$ cat config.mk
export PLATFORM = sky130hd
export DESIGN_NAME = vga_fetch_arbiter
export DESIGN_NICKNAME = d
export VERILOG_FILES = /design/src/rtl/vga_pkg.sv /design/src/rtl/vga_prio_pick.sv /design/src/rtl/vga_fetch_arbiter.sv
export SDC_FILE = /design/constraint.sdc
export NUM_CORES = 1
export LEC_CHECK = 0
export BUFFER_PORTS_ARGS = -buffer_cell sky130_fd_sc_hd__buf_2
export CORE_ASPECT_RATIO = 0.7
export CORE_MARGIN = 2
export CORE_UTILIZATION = 25
export DETAILED_ROUTE_END_ITERATION = 10
export PLACE_DENSITY = 0.56
export SYNTH_ARGS = -nofsm -noshare
export SYNTH_HDL_FRONTEND = slang
export SYNTH_HIERARCHICAL = 1
export SYNTH_SLANG_ARGS = --single-unit
$ cat constraint.sdc
create_clock -name clk -period 4.1 [get_ports clk]
set_clock_uncertainty 0.1 [all_clocks]
set_input_delay 0.41 -clock clk [delete_from_list [all_inputs] [get_ports clk]]
set_output_delay 0.41 -clock clk [all_outputs]
set_load 0.05 [all_outputs]
$ cat src/rtl/vga_pkg.sv
// vga_pkg: definitions shared by the VGA fetch path.
//   MAX_LAYERS : most vga_layer instances a single arbiter can serve
//   ADDR_W     : byte address width of the shared memory port
//   DATA_W     : width of one fetched word
//   state_t    : fetch arbiter FSM state encoding
package vga_pkg;

    localparam int MAX_LAYERS = 4;
    localparam int ADDR_W     = 26;
    localparam int DATA_W     = 32;

    typedef enum logic [1:0] {
        IDLE  = 2'd0,
        ISSUE = 2'd1,
        WAIT  = 2'd2,
        DONE  = 2'd3
    } state_t;

endpackage

$ cat src/rtl/vga_prio_pick.sv
// vga_prio_pick: combinational lowest-index-first selector.
//   req    in  N      request bits
//   any    out 1      at least one request bit is set
//   idx    out IDX_W  index of the lowest set bit (0 when none)
//   onehot out N      one-hot of the lowest set bit (0 when none)
module vga_prio_pick #(
    parameter int N     = 4,
    parameter int IDX_W = 2
) (
    input  logic [N-1:0]     req,
    output logic             any,
    output logic [IDX_W-1:0] idx,
    output logic [N-1:0]     onehot
);

    assign any = |req;

    // Two's-complement trick isolates the lowest set bit.
    assign onehot = req & (~req + N'(1));

    // Scan from the top so the lowest set bit is the last to win.
    always_comb begin
        idx = '0;
        for (int i = N - 1; i >= 0; i--) begin
            if (req[i]) idx = IDX_W'(i);
        end
    end

endmodule

$ cat src/rtl/vga_fetch_arbiter.sv
// vga_fetch_arbiter: gathers the per-layer memory fetches of one pixel onto a
// single shared read port, stalling the pixel pipeline until every requested
// word has returned, then presents all words together as one p3 result.
//   clk, reset            clock, synchronous active-high reset
//   p2_pixel/valid/addr   pixel strobe, per-layer request bits and byte addresses
//   stall                 freezes the whole pixel pipeline while not IDLE
//   mem_req/addr/tag/ack  read request channel (tag = layer index)
//   mem_rvalid/rtag/rdata read response channel, any order
//   p3_valid/mask         one-cycle result strobe and layers that hold data
//   p3_data/lane          per-layer fetched word and byte lane p2_addr[1:0]
//   err_tag               sticky: a response arrived for a tag not outstanding
module vga_fetch_arbiter
    import vga_pkg::*;
#(
    parameter int NUM_LAYERS = 4,
    parameter int TAG_W      = 2
) (
    input  logic                         clk,
    input  logic                         reset,
    input  logic                         p2_pixel,
    input  logic [NUM_LAYERS-1:0]        p2_valid,
    input  logic [NUM_LAYERS*ADDR_W-1:0] p2_addr,
    output logic                         stall,
    output logic                         mem_req,
    output logic [ADDR_W-1:0]            mem_addr,
    output logic [TAG_W-1:0]             mem_tag,
    input  logic                         mem_ack,
    input  logic                         mem_rvalid,
    input  logic [TAG_W-1:0]             mem_rtag,
    input  logic [DATA_W-1:0]            mem_rdata,
    output logic                         p3_valid,
    output logic [NUM_LAYERS-1:0]        p3_mask,
    output logic [NUM_LAYERS*DATA_W-1:0] p3_data,
    output logic [NUM_LAYERS*2-1:0]      p3_lane,
    output logic                         err_tag
);

    state_t                  state, next_state;
    logic [NUM_LAYERS-1:0]   pending, outstanding;
    logic [NUM_LAYERS*ADDR_W-1:0] addr_q;

    logic                    pick_any;
    logic [TAG_W-1:0]        pick_idx;
    logic [NUM_LAYERS-1:0]   pick_oh;

    logic                    capture, empty_px;
    logic [NUM_LAYERS-1:0]   ack_oh, resp_oh, out_next;
    logic [(2**TAG_W)-1:0]   tag_live;
    logic                    resp_hit;

    vga_prio_pick #(.N(NUM_LAYERS), .IDX_W(TAG_W)) u_pick (
        .req    (pending),
        .any    (pick_any),
        .idx    (pick_idx),
        .onehot (pick_oh)
    );

    assign capture  = (state == IDLE) && p2_pixel && (|p2_valid);
    assign empty_px = (state == IDLE) && p2_pixel && !(|p2_valid);
    assign ack_oh   = (state == ISSUE && mem_ack) ? pick_oh : '0;

    // A layer acked this cycle already counts as outstanding, so a memory
    // that answers in the ack cycle itself is accepted rather than flagged.
    always_comb begin
        tag_live = '0;
        tag_live[NUM_LAYERS-1:0] = outstanding | ack_oh;
    end

    assign resp_hit = mem_rvalid && tag_live[mem_rtag];

    always_comb begin
        resp_oh = '0;
        for (int i = 0; i < NUM_LAYERS; i++)
            resp_oh[i] = resp_hit && (mem_rtag == TAG_W'(i));
    end

    assign out_next = (outstanding | ack_oh) & ~resp_oh;

    // ---------------- FSM: state register ----------------
    always_ff @(posedge clk) begin
        if (reset) state <= IDLE;
        else       state <= next_state;
    end

    // ---------------- FSM: next state ----------------
    always_comb begin
        next_state = state;
        case (state)
            IDLE:  if (capture) next_state = ISSUE;
            ISSUE: begin
                if (mem_ack && ((pending & ~ack_oh) == '0))
                    next_state = (out_next == '0) ? DONE : WAIT;
            end
            WAIT:  if (out_next == '0) next_state = DONE;
            DONE:  next_state = IDLE;
            default: next_state = IDLE;
        endcase
    end

    // ---------------- FSM: outputs ----------------
    always_comb begin
        stall   = (state != IDLE);
        mem_req = (state == ISSUE) && pick_any;
    end

    // pending only changes on an ack, so the presented layer is stable
    // while the request waits.
    assign mem_tag  = pick_idx;
    assign mem_addr = {addr_q[int'(pick_idx)*ADDR_W + 2 +: ADDR_W-2], 2'b00};

    // ---------------- control registers ----------------
    always_ff @(posedge clk) begin
        if (reset) begin
            pending     <= '0;
            outstanding <= '0;
            err_tag     <= 1'b0;
            p3_valid    <= 1'b0;
        end else begin
            pending     <= capture ? p2_valid : (pending & ~ack_oh);
            outstanding <= out_next;
            err_tag     <= err_tag | (mem_rvalid && !resp_hit);
            p3_valid    <= empty_px || (next_state == DONE);
        end
    end

    // ---------------- result datapath (not reset) ----------------
    always_ff @(posedge clk) begin
        if ((state == IDLE) && p2_pixel)
            p3_mask <= p2_valid;
        if (capture) begin
            addr_q <= p2_addr;
            for (int i = 0; i < NUM_LAYERS; i++)
                p3_lane[i*2 +: 2] <= p2_addr[i*ADDR_W +: 2];
        end
        for (int i = 0; i < NUM_LAYERS; i++)
            if (resp_oh[i]) p3_data[i*DATA_W +: DATA_W] <= mem_rdata;
    end

endmodule

---- Word-level counts from Yosys, hierarchy flattened ----
Index checks and enable logic that the tools add are counted.
cells by class
  $add $sub $neg .......................... 2
  $mul .................................... 1
  $lt $le $gt $ge ......................... 1
  equal/unequal tests ..................... 7
  shift-type cells ........................ 1
  mux-type cells .......................... 13
  bitwise operators ....................... 8
  reduce and logical (&&, ||, !) cells .... 22
operator list
  cell                 count
  $shiftx 104x9->24    1
  $mux 2               7
  $and 4x4->4          3
  $logic_and 1x1->1    12
  $not 4->4            3
  $eq 2x2->1 const B   5
  $add 7x2->8 const B  1
  $logic_not 4->1      2
  $mux 4               2
  $pmux 2 s4           1
  $reduce_or 4->1      2
  $mul 2x4->6 const B  1
  $add 4x1->4 const B  1
  $eq 2x1->1 const B   2
  $logic_not 2->1      2
  $or 4x4->4           1
  $lt 2x3->1 const B   1
  $bmux 1 s2           1
  $logic_not 1->1      2
  $mux 1               2
  $reduce_bool 2->1    1
  $logic_or 1x1->1     1
  $or 1x1->1           1
word-level totals
  bits in registers ....................... 256
  input bits .............................. 147
  output and inout port bits .............. 172
  word-level logic and storage cells ...... 67

---- Longest topological paths before layout ----
  depth in word-level cells ............... 17
  mapped depth ............................ 6
  depth with buffers taken out ............ 6

---- Hierarchy ----
Netlist, hierarchy kept.
modules (own cells, without submodules)
  module             times used  cells each  area each (µm²)  sequential area each (µm²)
  vga_fetch_arbiter  1           364         8476.9           7327.0
  vga_prio_pick      1           10          58.8             0.0

---- Least setup slack after synthesis ----
Ideal clock, no wire load.
  kind .................................... input -> register
  start point ............................. input mem_ack
  end point ............................... register p3_data[32], enable pin
  setup time .............................. 468 ps
  data arrival time ....................... 3262 ps
  data required time ...................... 3532 ps
  slack ................................... 270 ps
  stages .................................. 4
  path buffers ............................ 1
  cell sequence ........................... buf_2 > and4b_2 > nor2_1 > nor3b_1
on the way
  word-level cells in the longest chain between the ends .. 7
ends and longest elaborated chain
  what                            line                      RTL
  start: declaration              vga_fetch_arbiter.sv:27   input logic mem_ack,
  $logic_and 1x1->1               vga_fetch_arbiter.sv:60   assign ack_oh = (state == ISSUE && mem_ack) ? pick_oh : '0;
  $mux 4                          vga_fetch_arbiter.sv:60
  $or 4x4->4                      vga_fetch_arbiter.sv:66   tag_live[NUM_LAYERS-1:0] = outstanding | ack_oh;
  $bmux 1 s2                      vga_fetch_arbiter.sv:69   assign resp_hit = mem_rvalid && tag_live[mem_rtag];
  $mux 1 (implied by the code)    vga_fetch_arbiter.sv:69
  $logic_and 1x1->1               vga_fetch_arbiter.sv:69
  $logic_and 1x1->1               vga_fetch_arbiter.sv:74   resp_oh[i] = resp_hit && (mem_rtag == TAG_W'(i));
  net resp_oh[1]                  vga_fetch_arbiter.sv:47   logic [NUM_LAYERS-1:0] ack_oh, resp_oh, out_next;
  end signal: indexed assignment  vga_fetch_arbiter.sv:136  if (resp_oh[i]) p3_data[i*DATA_W +: DATA_W] <= mem_rdata;
  end: declaration                vga_fetch_arbiter.sv:33   output logic [NUM_LAYERS*DATA_W-1:0] p3_data,
The timed path passes the listed nets, and every way through them passes these cells. The select of a mux whose other input is x is not followed.
A chain may end at the register's enable or synchronous reset.

---- Worst setup path after layout ----
  start point ............................. register pending[1]
  end point ............................... output mem_addr[7]
on the way
  word-level cells in the longest chain between the ends .. 5
ends and longest elaborated chain
  what                      line                      RTL
  start: declaration        vga_fetch_arbiter.sv:39   logic [NUM_LAYERS-1:0] pending, outstanding;
  start signal: assignment  vga_fetch_arbiter.sv:119  pending <= capture ? p2_valid : (pending & ~ack_oh);
  $mux 2 (2 in a row)       vga_prio_pick.sv:25       if (req[i]) idx = IDX_W'(i);
  $mul 2x4->6               vga_fetch_arbiter.sv:109  assign mem_addr = {addr_q[int'(pick_idx)*ADDR_W + 2 +: ADDR_W-2], 2'b00};
  $add 7x2->8               vga_fetch_arbiter.sv:109
  $shiftx 104x9->24         vga_fetch_arbiter.sv:109
  end: declaration          vga_fetch_arbiter.sv:25   output logic [ADDR_W-1:0] mem_addr,
No other way between the ends.

==> reports/metrics.csv <==
stage,metric,value,unit
critical_path,path_buf_inv,3,
sta,rsz0062_at_grt,false,
place,port_buffers,316,
route,wl_met2,11700,um
global_route,grt.total_usage,12.0,%
route,routed-via-count,5354,
logic_synthesis,post-synth-top-count-cell,edfxtp_1,
logic_synthesis,synth-edff-count,236,
final_layout,layout-drive-gt1-share,45.9,%
logic_synthesis,synth_top_area_share,83.0,%
critical_path,r2r_cells,4,
die,die_h,159,um
die,die_area,35700,um^2
sta,final_max_slew_viol_count,0,
clocking,cts.clk_slew.worst_paths,0.06,ns
job,cap_violations,0,
min_path,hold_class,in2reg,
die,die_x,225,um
clocking,cts_num_sinks,248,
route,wl_per_cell,17.4,um
route,wl_met1,9180,um
place,gp_congestion,0.766,
clocking,clockBufferDepth,3,
route,wl,22600,um
min_path,min_to,p3_data[22]$_DFFE_PP_,
run_status,outcome,completed,
logic_synthesis,synth_area_leader_cell,edfxtp_1,
final_layout,final_nets,990,
logic_synthesis,synth_seq_cells,248,
logic_synthesis,synth.avg_cell_area,22.8,um^2
power_and_ir_drop,powerDensity,481,nW/um^2
critical_path,cp_max_fo,25,
critical_path,cp-end-kind,output port,
clocking,post-cts-setup-buffer-count,0,
global_route,first_global_vias,5600,
route,viasPerCell,4.12,
route,wl_met3,1140,um
logic_synthesis,synthCells,374,
place,preCtsSetupSlack,1.41,ns
critical_path,worstPathArrival,2.54,ns
global_route,grt_max_degree,52,
die,fp-row-count,56,
sta,setup_ws,1.05,ns
critical_path,crit_required,3.59,ns
logic_synthesis,ys_seq_area_share,85.8,%
sta,hold_viol,0,
min_path,whs_path_depth,1,
critical_path,setup.worst_path.start_class,register,
critical_path,criticalPathCategory,reg2out,
sta,tns,0,ns
logic_synthesis,synth_ff_type,edfxtp_1,
clocking,clock_latency,0.53,ns
die,core,33600,um^2
sta,fmax,327,MHz
logic_synthesis,ys_types,41,
route,initialDrtViolationCount,307,
min_path,worst_hold_startpoint,mem_rdata[22],
logic_synthesis,synth.area.top_cells,"edfxtp_1 (83%), mux4_2 (6.6%), dfxtp_1 (2.8%)",
final_layout,final_core_util,38.2,%
global_route,grt.overflow.total,0,
sta,slew_headroom,28.7,%
clocking,numCtsBuffers,26,
place,dp_hpwl,14900,um
sta,min_period,3.05,ns
logic_synthesis,synth_area,8540,um^2
clocking,htree_levels,1,
critical_path,path_cells,inv_1 > a21oi_4 > buf_4 > mux4_2 > buf_2,
sta,worst_pin_slew,1.07,ns
sta,setup_viol,0,
critical_path,reg2reg_from,pending[0]$_SDFF_PP0_,
global_route,grt_pass1_wl,32500,um
critical_path,rrSetupSlack,1.43,ns
die,num_io_pins,319,
logic_synthesis,yosysWarnings,6,
global_route,antenna_found_initial,1,
clocking,cts_root_buf,clkbuf_16,
route,firstDrtPassIters,6,
sta,finalCritPeriodShare,74.5,%
logic_synthesis,synthArstFlopShare,0,%
route,ant_nets,0,
critical_path,rr_endpoint,p3_data[106]$_DFFE_PP_,
route,highest_layer,met4,
final_layout,synthToLayoutAreaGrowth,50.0,%
clocking,cts_tree,built,
logic_synthesis,synth_common_cells,"edfxtp_1 (236), mux4_2 (25), nor2_1 (16)",
die,start_util,25.4,%
route,drc,0,
power_and_ir_drop,ir_drop,0.215,mV
critical_path,critPathMaxStageDelay,0.58,ns
power_and_ir_drop,leakage,4.84,nW
critical_path,critPathTopFamily,buffers and inverters,
critical_path,cp_slowest_cell,mux4_2,
flip-flops by register name, summed over array words and instances (netlist names):
name         cells
p3_data        128
addr_q          97
p3_lane          7
outstanding      4
p3_mask          4
pending          4
state            2
err_tag          1
p3_valid         1
cell families (layout without fill, tap and decap cells):
logic type                after synthesis  after routing  share of synthesized area, %
DFF                                   248            248                          85.8
xor gates and xnor gates                1              1                         0.103
muxes                                  25             25                          6.60
and+or+nand+nor                        55             55                          3.97
other                                   1              4                        0.0439
buffers and inverters                  28            514                          1.95
AOI/OAI and AO/OA                      16             16                          1.50
worst max path at each step:
stage,start,to,slack (ns),cells past startpoint
floorplan,mem_ack,p3_data[32]$_DFFE_PP_,0.27,4
global placement,p2_pixel,addr_q[22]$_DFFE_PP_,1.46,5
detailed placement,p2_pixel,addr_q[72]$_DFFE_PP_,1.41,5
CTS,pending[1]$_SDFF_PP0_,mem_addr[4],0.97,5
global route,pending[1]$_SDFF_PP0_,mem_addr[7],0.85,5
finish,pending[1]$_SDFF_PP0_,mem_addr[7],1.05,5
per-stage QoR:
step | instances | hold WS, ns | power (mW) | cell area, um^2
CTS | 1296 | 0.00382 | 6.26 | 12800
global route | 1297 | 0.00847 | 6.43 | 12800
finish | 1298 | 0.0346 | 6.17 | 12800
global placement | 1111 | 0.368 | 3.92 | 10600
floorplan | 375 | 0.409 | 3.68 | 8540
detailed placement | 1111 | 0.372 | 3.92 | 10600
metal layers:
metal	vias to the layer above	track usage (%)
met5	-	0
met3	39	2.79
li1	2456	-
met2	150	20.7
met1	2709	15.1
met4	0	3.94
report_power, final:
part	internal (mW)	switching, mW
Combinational	0.343	0.631
Clock	1.22	0.968
Sequential	2.95	0.0522
Total	4.51	1.65
cell type report:
cell class | count | area (um^2)
inverters | 6 | 25.0
multi-input cells | 99 | 1080
clock buffers | 29 | 662
clock inverters | 17 | 120
well taps | 435 | 544
repair buffers | 462 | 3040
fillers | 3123 | 20800
flip-flops and latches | 248 | 7330
diodes | 2 | 5.00
what timing repair did:
item	in CTS	in global routing
resized for setup	0	0
hold buffers	139	0
hold endpoints to repair	232	0
worst register-to-register path: stages (launching register included):
cell and delay (ns):
dfxtp_1 0.42, nor4b_1 0.53, and4b_1 0.32, nor2_2 0.08
nor2_4 0.80
cell usage in the layout (no fill, tap or decap), types with 6 or more instances in the layout:
cell type / synthesis / final
clkbuf_16: 0 / 26
nor2_1: 16 / 15
mux4_2: 25 / 25
clkinv_1: 0 / 9
buf_4: 11 / 6
dlygate4sd3_1: 0 / 139
edfxtp_1: 236 / 236
dfxtp_1: 12 / 12
buf_2: 4 / 316
Note: power is estimated with default switching activity, not from simulation.
